--- src/rtl/pc_update.sv ---
// Program counter with branch resolution and a three-step exception sequence (RUN -> EXC_SAVE -> EXC_VECTOR).
// Latency: a taken PC load lands one edge later; exception entry to vector load takes three edges. No backpressure: requests arriving while busy are dropped.
module pc_update #(
    parameter logic [31:0] RESET_PC = 32'h00000000,
    parameter logic [31:0] EXC_BASE = 32'h000000F0
) (
    input  logic        clk,
    input  logic        reset,
    input  logic [31:0] next_pc,
    input  logic        pc_write,
    input  logic        pc_write_cond,
    input  logic [1:0]  branch_type,
    input  logic        zero,
    input  logic        gt,
    input  logic        rfe,
    input  logic [2:0]  exc_req,
    output logic [31:0] pc,
    output logic [31:0] epc,
    output logic [1:0]  cause,
    output logic        exc_busy,
    output logic        exc_ack
);

    typedef enum logic [1:0] {
        RUN        = 2'd0,
        EXC_SAVE   = 2'd1,
        EXC_VECTOR = 2'd2
    } state_t;

    state_t      state_q, state_d;
    logic [31:0] pc_q, pc_d;
    logic [31:0] epc_q, epc_d;
    logic [1:0]  cause_q, cause_d;
    logic        exc_ack_q, exc_ack_d;

    logic        cond;
    logic        take;
    logic [1:0]  exc_idx;

    always_comb begin
        cond = 1'b0;
        case (branch_type)
            2'b00:   cond = zero;
            2'b01:   cond = ~zero;
            2'b10:   cond = gt;
            default: cond = ~gt;
        endcase
    end

    assign take = pc_write | (pc_write_cond & cond);

    // Lowest set request bit wins when several fire together.
    always_comb begin
        exc_idx = 2'd2;
        if (exc_req[0])
            exc_idx = 2'd0;
        else if (exc_req[1])
            exc_idx = 2'd1;
    end

    always_comb begin
        state_d   = state_q;
        pc_d      = pc_q;
        epc_d     = epc_q;
        cause_d   = cause_q;
        exc_ack_d = 1'b0;
        case (state_q)
            RUN: begin
                if (|exc_req) begin
                    cause_d = exc_idx;
                    state_d = EXC_SAVE;
                end else if (rfe) begin
                    pc_d = epc_q;
                end else if (take) begin
                    if (next_pc[1:0] != 2'b00) begin
                        cause_d = 2'd3;
                        state_d = EXC_SAVE;
                    end else begin
                        pc_d = next_pc;
                    end
                end
            end
            EXC_SAVE: begin
                // Wraps at zero by design: pc=0 saves 32'hFFFFFFFC.
                epc_d   = pc_q - 32'd4;
                state_d = EXC_VECTOR;
            end
            EXC_VECTOR: begin
                pc_d      = EXC_BASE + {28'd0, cause_q, 2'b00};
                exc_ack_d = 1'b1;
                state_d   = RUN;
            end
            default: begin
                state_d = RUN;
            end
        endcase
    end

    always_ff @(posedge clk or negedge reset) begin
        if (!reset) begin
            state_q   <= RUN;
            pc_q      <= RESET_PC;
            epc_q     <= 32'd0;
            cause_q   <= 2'd0;
            exc_ack_q <= 1'b0;
        end else begin
            state_q   <= state_d;
            pc_q      <= pc_d;
            epc_q     <= epc_d;
            cause_q   <= cause_d;
            exc_ack_q <= exc_ack_d;
        end
    end

    assign pc       = pc_q;
    assign epc      = epc_q;
    assign cause    = cause_q;
    assign exc_ack  = exc_ack_q;
    assign exc_busy = (state_q != RUN);

endmodule
--- config.mk ---
export PLATFORM = sky130hd
export DESIGN_NAME = pc_update
export DESIGN_NICKNAME = d
export VERILOG_FILES = /design/src/rtl/pc_update.sv
export SDC_FILE = /design/constraint.sdc
export NUM_CORES = 1
export LEC_CHECK = 0
export BUFFER_PORTS_ARGS = -buffer_cell sky130_fd_sc_hd__buf_4
export CAP_MARGIN = 20
export CORE_UTILIZATION = 50
export DETAILED_ROUTE_END_ITERATION = 7
export HOLD_SLACK_MARGIN = 0.1
export PLACE_DENSITY = 0.79
export SYNTH_ARGS = -nofsm -noshare
export SYNTH_HDL_FRONTEND = slang
export SYNTH_SLANG_ARGS = --single-unit
export TNS_END_PERCENT = 50
--- constraint.sdc ---
create_clock -name clk -period 2.75 [get_ports clk]
set_input_delay 0.275 -clock clk [delete_from_list [all_inputs] [get_ports clk]]
set_output_delay 0.275 -clock clk [all_outputs]
set_load 0.01 [all_outputs]
==> metrics, run 1 <==
outcome completed; number of cells on the worst reg-to-reg path 5; Iter 0 DRT Violations 129; PortBufs 111; most frequent cell after synthesis dfrtp_1; Pins Over Slew Limit 0; Worst-Margin Slew 0.8610 ns; netlist area before placement 3472 um^2; Post-synth top flop dfrtp_1; synth cell count leaders dfrtp_1 (69), nand2_1 (40), mux2i_1 (31); IO Count 112; number of flops mapped to enable cells by yosys 0; DRC 0; R2R Setup Slk 0.55 ns; Synth Register Bits 69; number of global-route vias before repair 2844; area grow syn2layout 31.93%; Slew Limit Headroom 42.60%; Worst R2R End epc[29]$_DFFE_PN0N_; CP delay by family, top simple AND/OR/NAND/NOR gates; WL met1 3858 um; setup TNS 0 ns; clock buffer depth 2; reg-to-reg startpoint pc[7]$_DFFE_PN0P_; P per Cell Area 1056 nW/um^2; RSZ-0062 raised after global routing no; HP Class in2reg; CP Data Arrival Time 2.45 ns; WHS Endpoint pc[21]$_DFFE_PN0P_; clock sink count 69; distinct cell type count after synthesis 43; dpl hpwl 5881 um; syn avg cell area 10.43 um^2; Worst Path Required 3.00 ns; uppermost layer routed met4; initial antenna violation count 0; Clock Skew 0.009317 ns; CP Capture Type flop; DIE WIDTH 85.33 um; wirelength, routed 8548 um; total power 4.838 mW; kind of critical path reg2reg; Critical Path, Cell by Cell or4_4 -> nor3_2 -> nand4_1 -> xor2_1 -> o21ai_0; insertion delay to the later sink of the worst-skew pair 0.35 ns; Starting Density 51.39%; total overflow reported by the global router 0; largest net degree at the start of global routing 70; fin cells 529; first-pass GRT wire length 14370 um; Setup WS pre-CTS 0.5919 ns; nature of the critical path startpoint flop; TritonCTS clock tree yes; total core area 6756 um^2; leak pwr 2.190 nW; final instance area 4581 um^2; post-synth top area cell dfrtp_1; Ant. Diodes 0; fraction of registers with async set/reset 100.0%; average wire per standard cell 16.16 um; final setup violation count 0; hold path cells 3; vias per cell 5.573; max-cap violations 0; dpl cell area 4378 um^2; Period minus WS final 2.202 ns; Root Buffer clkbuf_8; Post-CTS Resized 0; CP max FO 9; Max IR drop VDD 0.5791 mV; via count 2948; Die Ht 85.33 um; Syn Inst Count 333; Hold Violations, Final 0; setup slack after layout 0.5481 ns; TritonCTS Buffers 9; total setup buffers inserted after CTS 0; WL met3 518 um; GRT Total Usage 25.12%; Synth top area share 49.73%; final worst-path cycle share 80.07%; post-synthesis sequential area ratio 49.73%; Nets 489; crit path max-delay cell type or4_4; max incr delay on CP 0.58 ns; GP Congestion 0.7849; Peak Freq 0.4542 GHz; top cells by area, synth dfrtp_1 (50%), mux2i_1 (8.9%), o2bb2ai_1 (6.6%); Post-Synthesis Net Count 378; die area 7281 um^2; WL met2 4073 um; clock transition at the registers of the reported paths 0.07 ns; Hold Path Origin next_pc[21]; Antenna Nets Post-Route 0; CP Buf/Inv Count 0; H-tree depth 3; yosys warns 0; ratio of cells with drive above 1 in the final layout 32.96%; post-placement cell count 512; Core Rows 30; DR pass1 iterations 4
==> flip-flops by register name (all words and copies together) (netlist names) <==
name and cells:
state_q 2, pc 32, epc 32, cause 2
exc_ack 1
==> layer usage <==
metal,up-vias,global-route usage [%]
li1,1410,-
met1,1429,35.29
met2,98,40.25
met3,11,4.377
met4,0,7.424
met5,-,0
==> through the flow <==
step / utilization, % / hold WS, ns
6_report: 67.80 / 0.2024
5_1_grt: 67.80 / 0.2179
4_1_cts: 67.80 / 0.2046
3_5_place_dp: 64.80 / 0.4423
3_3_place_gp: 64.80 / 0.4395
2_1_floorplan: - / -0.02059
==> where the power goes <==
part           switching, mW  internal (mW)
clock                  0.384          0.441
sequential             0.447           1.41
combinational           1.11           1.04
==> worst max-delay path by stage <==
| stage | depth (start not counted) | slack [ns] | end | startpoint |
|---|---|---|---|---|
| global placement | 5 | 0.70 | epc[14]$_DFFE_PN0N_ | pc[11]$_DFFE_PN0P_ |
| CTS | 5 | 0.55 | epc[29]$_DFFE_PN0N_ | pc[7]$_DFFE_PN0P_ |
| detailed placement | 5 | 0.59 | epc[29]$_DFFE_PN0N_ | pc[7]$_DFFE_PN0P_ |
| floorplan | 5 | 0.70 | epc[16]$_DFFE_PN0N_ | pc[11]$_DFFE_PN0P_ |
| global route | 5 | 0.35 | epc[23]$_DFFE_PN0N_ | pc[5]$_DFFE_PN0P_ |
| finish | 5 | 0.55 | epc[29]$_DFFE_PN0N_ | pc[7]$_DFFE_PN0P_ |
==> worst reg2reg max path: cells and delay by family, from the launching register on <==
kind	cells	cell delay [ns]
AO/OA/AOI/OAI	1	0.17
AND/OR/NAND/NOR	3	1.33
XOR/XNOR	1	0.18
flip-flops	1	0.42
==> repair_timing <==
item	in CTS	in global routing
setup endpoints to repair	0	0
hold buffers	1	0
endpoints found under the hold margin	69	0
==> cells by family (layout without fill, tap and decap cells) <==
| group | Yosys count | in the layout | share of synthesized area (%) |
|---|---|---|---|
| flip-flops | 69 | 69 | 49.73 |
| multiplexers | 35 | 35 | 10.23 |
| buffers and inverters | 29 | 145 | 3.567 |
| adder cells (fa/ha/maj) | 1 | 1 | 0.3603 |
| AO/OA/AOI/OAI | 72 | 72 | 14.45 |
| AND/OR/NAND/NOR | 100 | 100 | 14.85 |
| XOR/XNOR | 27 | 27 | 6.811 |
==> placed cells by master, fill, tap and decap left out, types with 6 or more instances in the layout <==
cell type,instances
buf_4,119
clkbuf_8,10
dfrtp_1,69
inv_1,9
mux2i_1,31
nand2_1,40
nand4_1,9
nor2_1,19
nor3_1,6
o21ai_0,26
o2bb2ai_1,26
xnor2_1,6
xor2_1,21
==> area by class of cell <==
cell class / count / area, um^2
clock buffers: 12 / 145.1
clock inverters: 4 / 47.55
fillers: 545 / 2176
inverters: 9 / 33.78
multi-input cells: 235 / 1624
flip-flops and latches: 69 / 1727
well taps: 80 / 100.1
repair buffers: 120 / 903.4
No activity file was read; power rests on OpenSTA's default activity.
==> run 2, diff against run 1 <==
==> constraint.sdc (replaced) <==
create_clock -name clk -period 2.3 [get_ports clk]
set_input_delay 0.23 -clock clk [delete_from_list [all_inputs] [get_ports clk]]
set_output_delay 0.23 -clock clk [all_outputs]
set_load 0.01 [all_outputs]
==> run 2 against run 1 <==
  * Routed wire length is 0.15% lower
  * Register-to-register slack worse by 0.35 ns
  * Sequential power is 19% higher
  * First-iteration DRC count is 7.0% higher
  * Global-route usage is 0.29 points lower
  * Critical path type unchanged
  * Largest cell class unchanged
  * Highest routed layer unchanged
==> metrics, run 2 (same netlist as run 1, synthesis figures left out) <==
Core Rows 30; TritonCTS clock tree yes; insertion delay to the later sink of the worst-skew pair 0.33 ns; CP max FO 4; Max IR drop VDD 0.6825 mV; wirelength, routed 8535 um; commonest non-fill, non-tap cell in the layout buf_4; via count 2914; Ant. Diodes 0; Slew Limit Headroom 42.23%; final instance area 4581 um^2; P per Cell Area 1247 nW/um^2; crit path from pc[11]$_DFFE_PN0P_; setup TNS 0 ns; clock network power share 15.8%; Root Buffer clkbuf_8; total overflow reported by the global router 0; Die Ht 85.33 um; Peak Freq 0.4765 GHz; total setup buffers inserted after CTS 0; reg-to-reg startpoint pc[11]$_DFFE_PN0P_; DRC 0; dpl hpwl 6045 um; DIE WIDTH 85.33 um; Comb pwr share 45.4%; Critical Path, Cell by Cell or4_4 -> or3_4 -> or3_1 -> xor2_1 -> o21ai_2; outcome completed; ratio of cells with drive above 1 in the final layout 33.11%; commonest cells after routing, fill and taps aside buf_4 (121), dfrtp_1 (69), nand2_1 (40); Clock Skew 0.005654 ns; first-pass GRT wire length 14120 um; die area 7281 um^2; WHS Endpoint pc[26]$_DFFE_PN0P_; hold path cells 3; initial antenna violation count 0; kind of critical path reg2reg; Post-CTS Resized 0; Worst-Margin Slew 0.8666 ns; Starting Density 51.39%; Nets 491; number of cells on the worst reg-to-reg path 5; Iter 0 DRT Violations 138; GRT Total Usage 24.83%; max-cap violations 0; crit path max-delay cell type or4_4; PortBufs 111; nature of the critical path startpoint flop; switch share 40.05%; clock buffer depth 2; max incr delay on CP 0.59 ns; CP Capture Type flop; clock sink count 69; average wire per standard cell 16.10 um; Hold Violations, Final 0; area grow syn2layout 31.93%; Worst R2R End epc[16]$_DFFE_PN0N_; Pint 3.424 mW; IO Count 112; CP Data Arrival Time 2.31 ns; HP Class in2reg; leak pwr 2.197 nW; TritonCTS Buffers 9; DR pass1 iterations 4; GP Congestion 0.8123; H-tree depth 3; R2R Setup Slk 0.20 ns; final worst-path cycle share 91.24%; Hold Path Origin next_pc[26]; sequential power share 38.9%; total core area 6756 um^2; Period minus WS final 2.098 ns; Sw Pwr 2.287 mW; dpl cell area 4393 um^2; clock transition at the registers of the reported paths 0.07 ns; vias per cell 5.498; Antenna Nets Post-Route 0; number of global-route vias before repair 2845; largest net degree at the start of global routing 70; Worst Path Required 2.51 ns; RSZ-0062 raised after global routing no; Pins Over Slew Limit 0; final setup violation count 0
## run 2: changes by cell type in the layout (fill, tap and decap cells not counted), sizes merged
cell      delta
buf          +2
bufinv       -1
clkbuf       +2
clkinv       -1
clkinvlp     -1
## run 2: routing by layer
| metal | track usage [%] | part of all wire, % | vias up |
|---|---|---|---|
| li1 | - | - | 1423 |
| met1 | 34.01 | 46 | 1375 |
| met2 | 41.35 | 48 | 105 |
| met3 | 3.502 | 5.0 | 11 |
| met4 | 7.424 | 1.3 | 0 |
| met5 | 0 | 0 | - |
## run 2: worst max-delay path, delay by kind of cell, from the launching register on
family | cells | cell delay, ns
XOR/XNOR | 1 | 0.17
flip-flops | 1 | 0.43
AO/OA/AOI/OAI | 1 | 0.06
AND/OR/NAND/NOR | 3 | 1.31
## run 2: layout make-up
type,count,area (um^2)
clock buffer,14,172.7
clock inverter,1,5.005
multi-input combinational,235,1624
fill,537,2176
timing repair buffer,122,918.4
inverter,9,33.78
tap,80,100.1
sequential,69,1727
## run 2: power groups by stage
stage	combinational (mW)	sequential, mW	clock [mW]
finish	2.59	2.22	0.900
CTS	2.61	2.22	0.916
global route	2.84	2.29	0.982
floorplan	1.31	2.32	0
global placement	2.54	2.20	0
detailed placement	2.60	2.23	0
## run 2: how the worst max path moves through the flow
stage                                      to  slack, ns  cells past startpoint
after floorplan           epc[16]$_DFFE_PN0N_       0.25                      5
after global placement    epc[16]$_DFFE_PN0N_       0.25                      5
after detailed placement  epc[16]$_DFFE_PN0N_       0.21                      5
after CTS                 epc[16]$_DFFE_PN0N_       0.20                      5
after global routing      epc[14]$_DFFE_PN0N_       0.11                      5
final                     epc[16]$_DFFE_PN0N_       0.20                      5
## run 2: repair_timing
| action | in CTS | in global routing |
|---|---|---|
| setup endpoints to repair | 0 | 0 |
| hold buffers | 1 | 0 |
| hold endpoints to repair | 69 | 0 |
## run 2: per-stage QoR
stage	cells	hold slack [ns]	worst slack [ns]	total power [mW]	utilization (%)
6_report	530	0.1615	0.2016	5.711	67.80
3_5_place_dp	514	0.3870	0.2050	4.829	65.02
5_1_grt	530	0.1728	0.1061	6.108	67.80
4_1_cts	530	0.1599	0.2011	5.741	67.80
2_1_floorplan	333	-0.06559	0.2513	3.636	-
3_3_place_gp	514	0.3993	0.2538	4.743	65.02
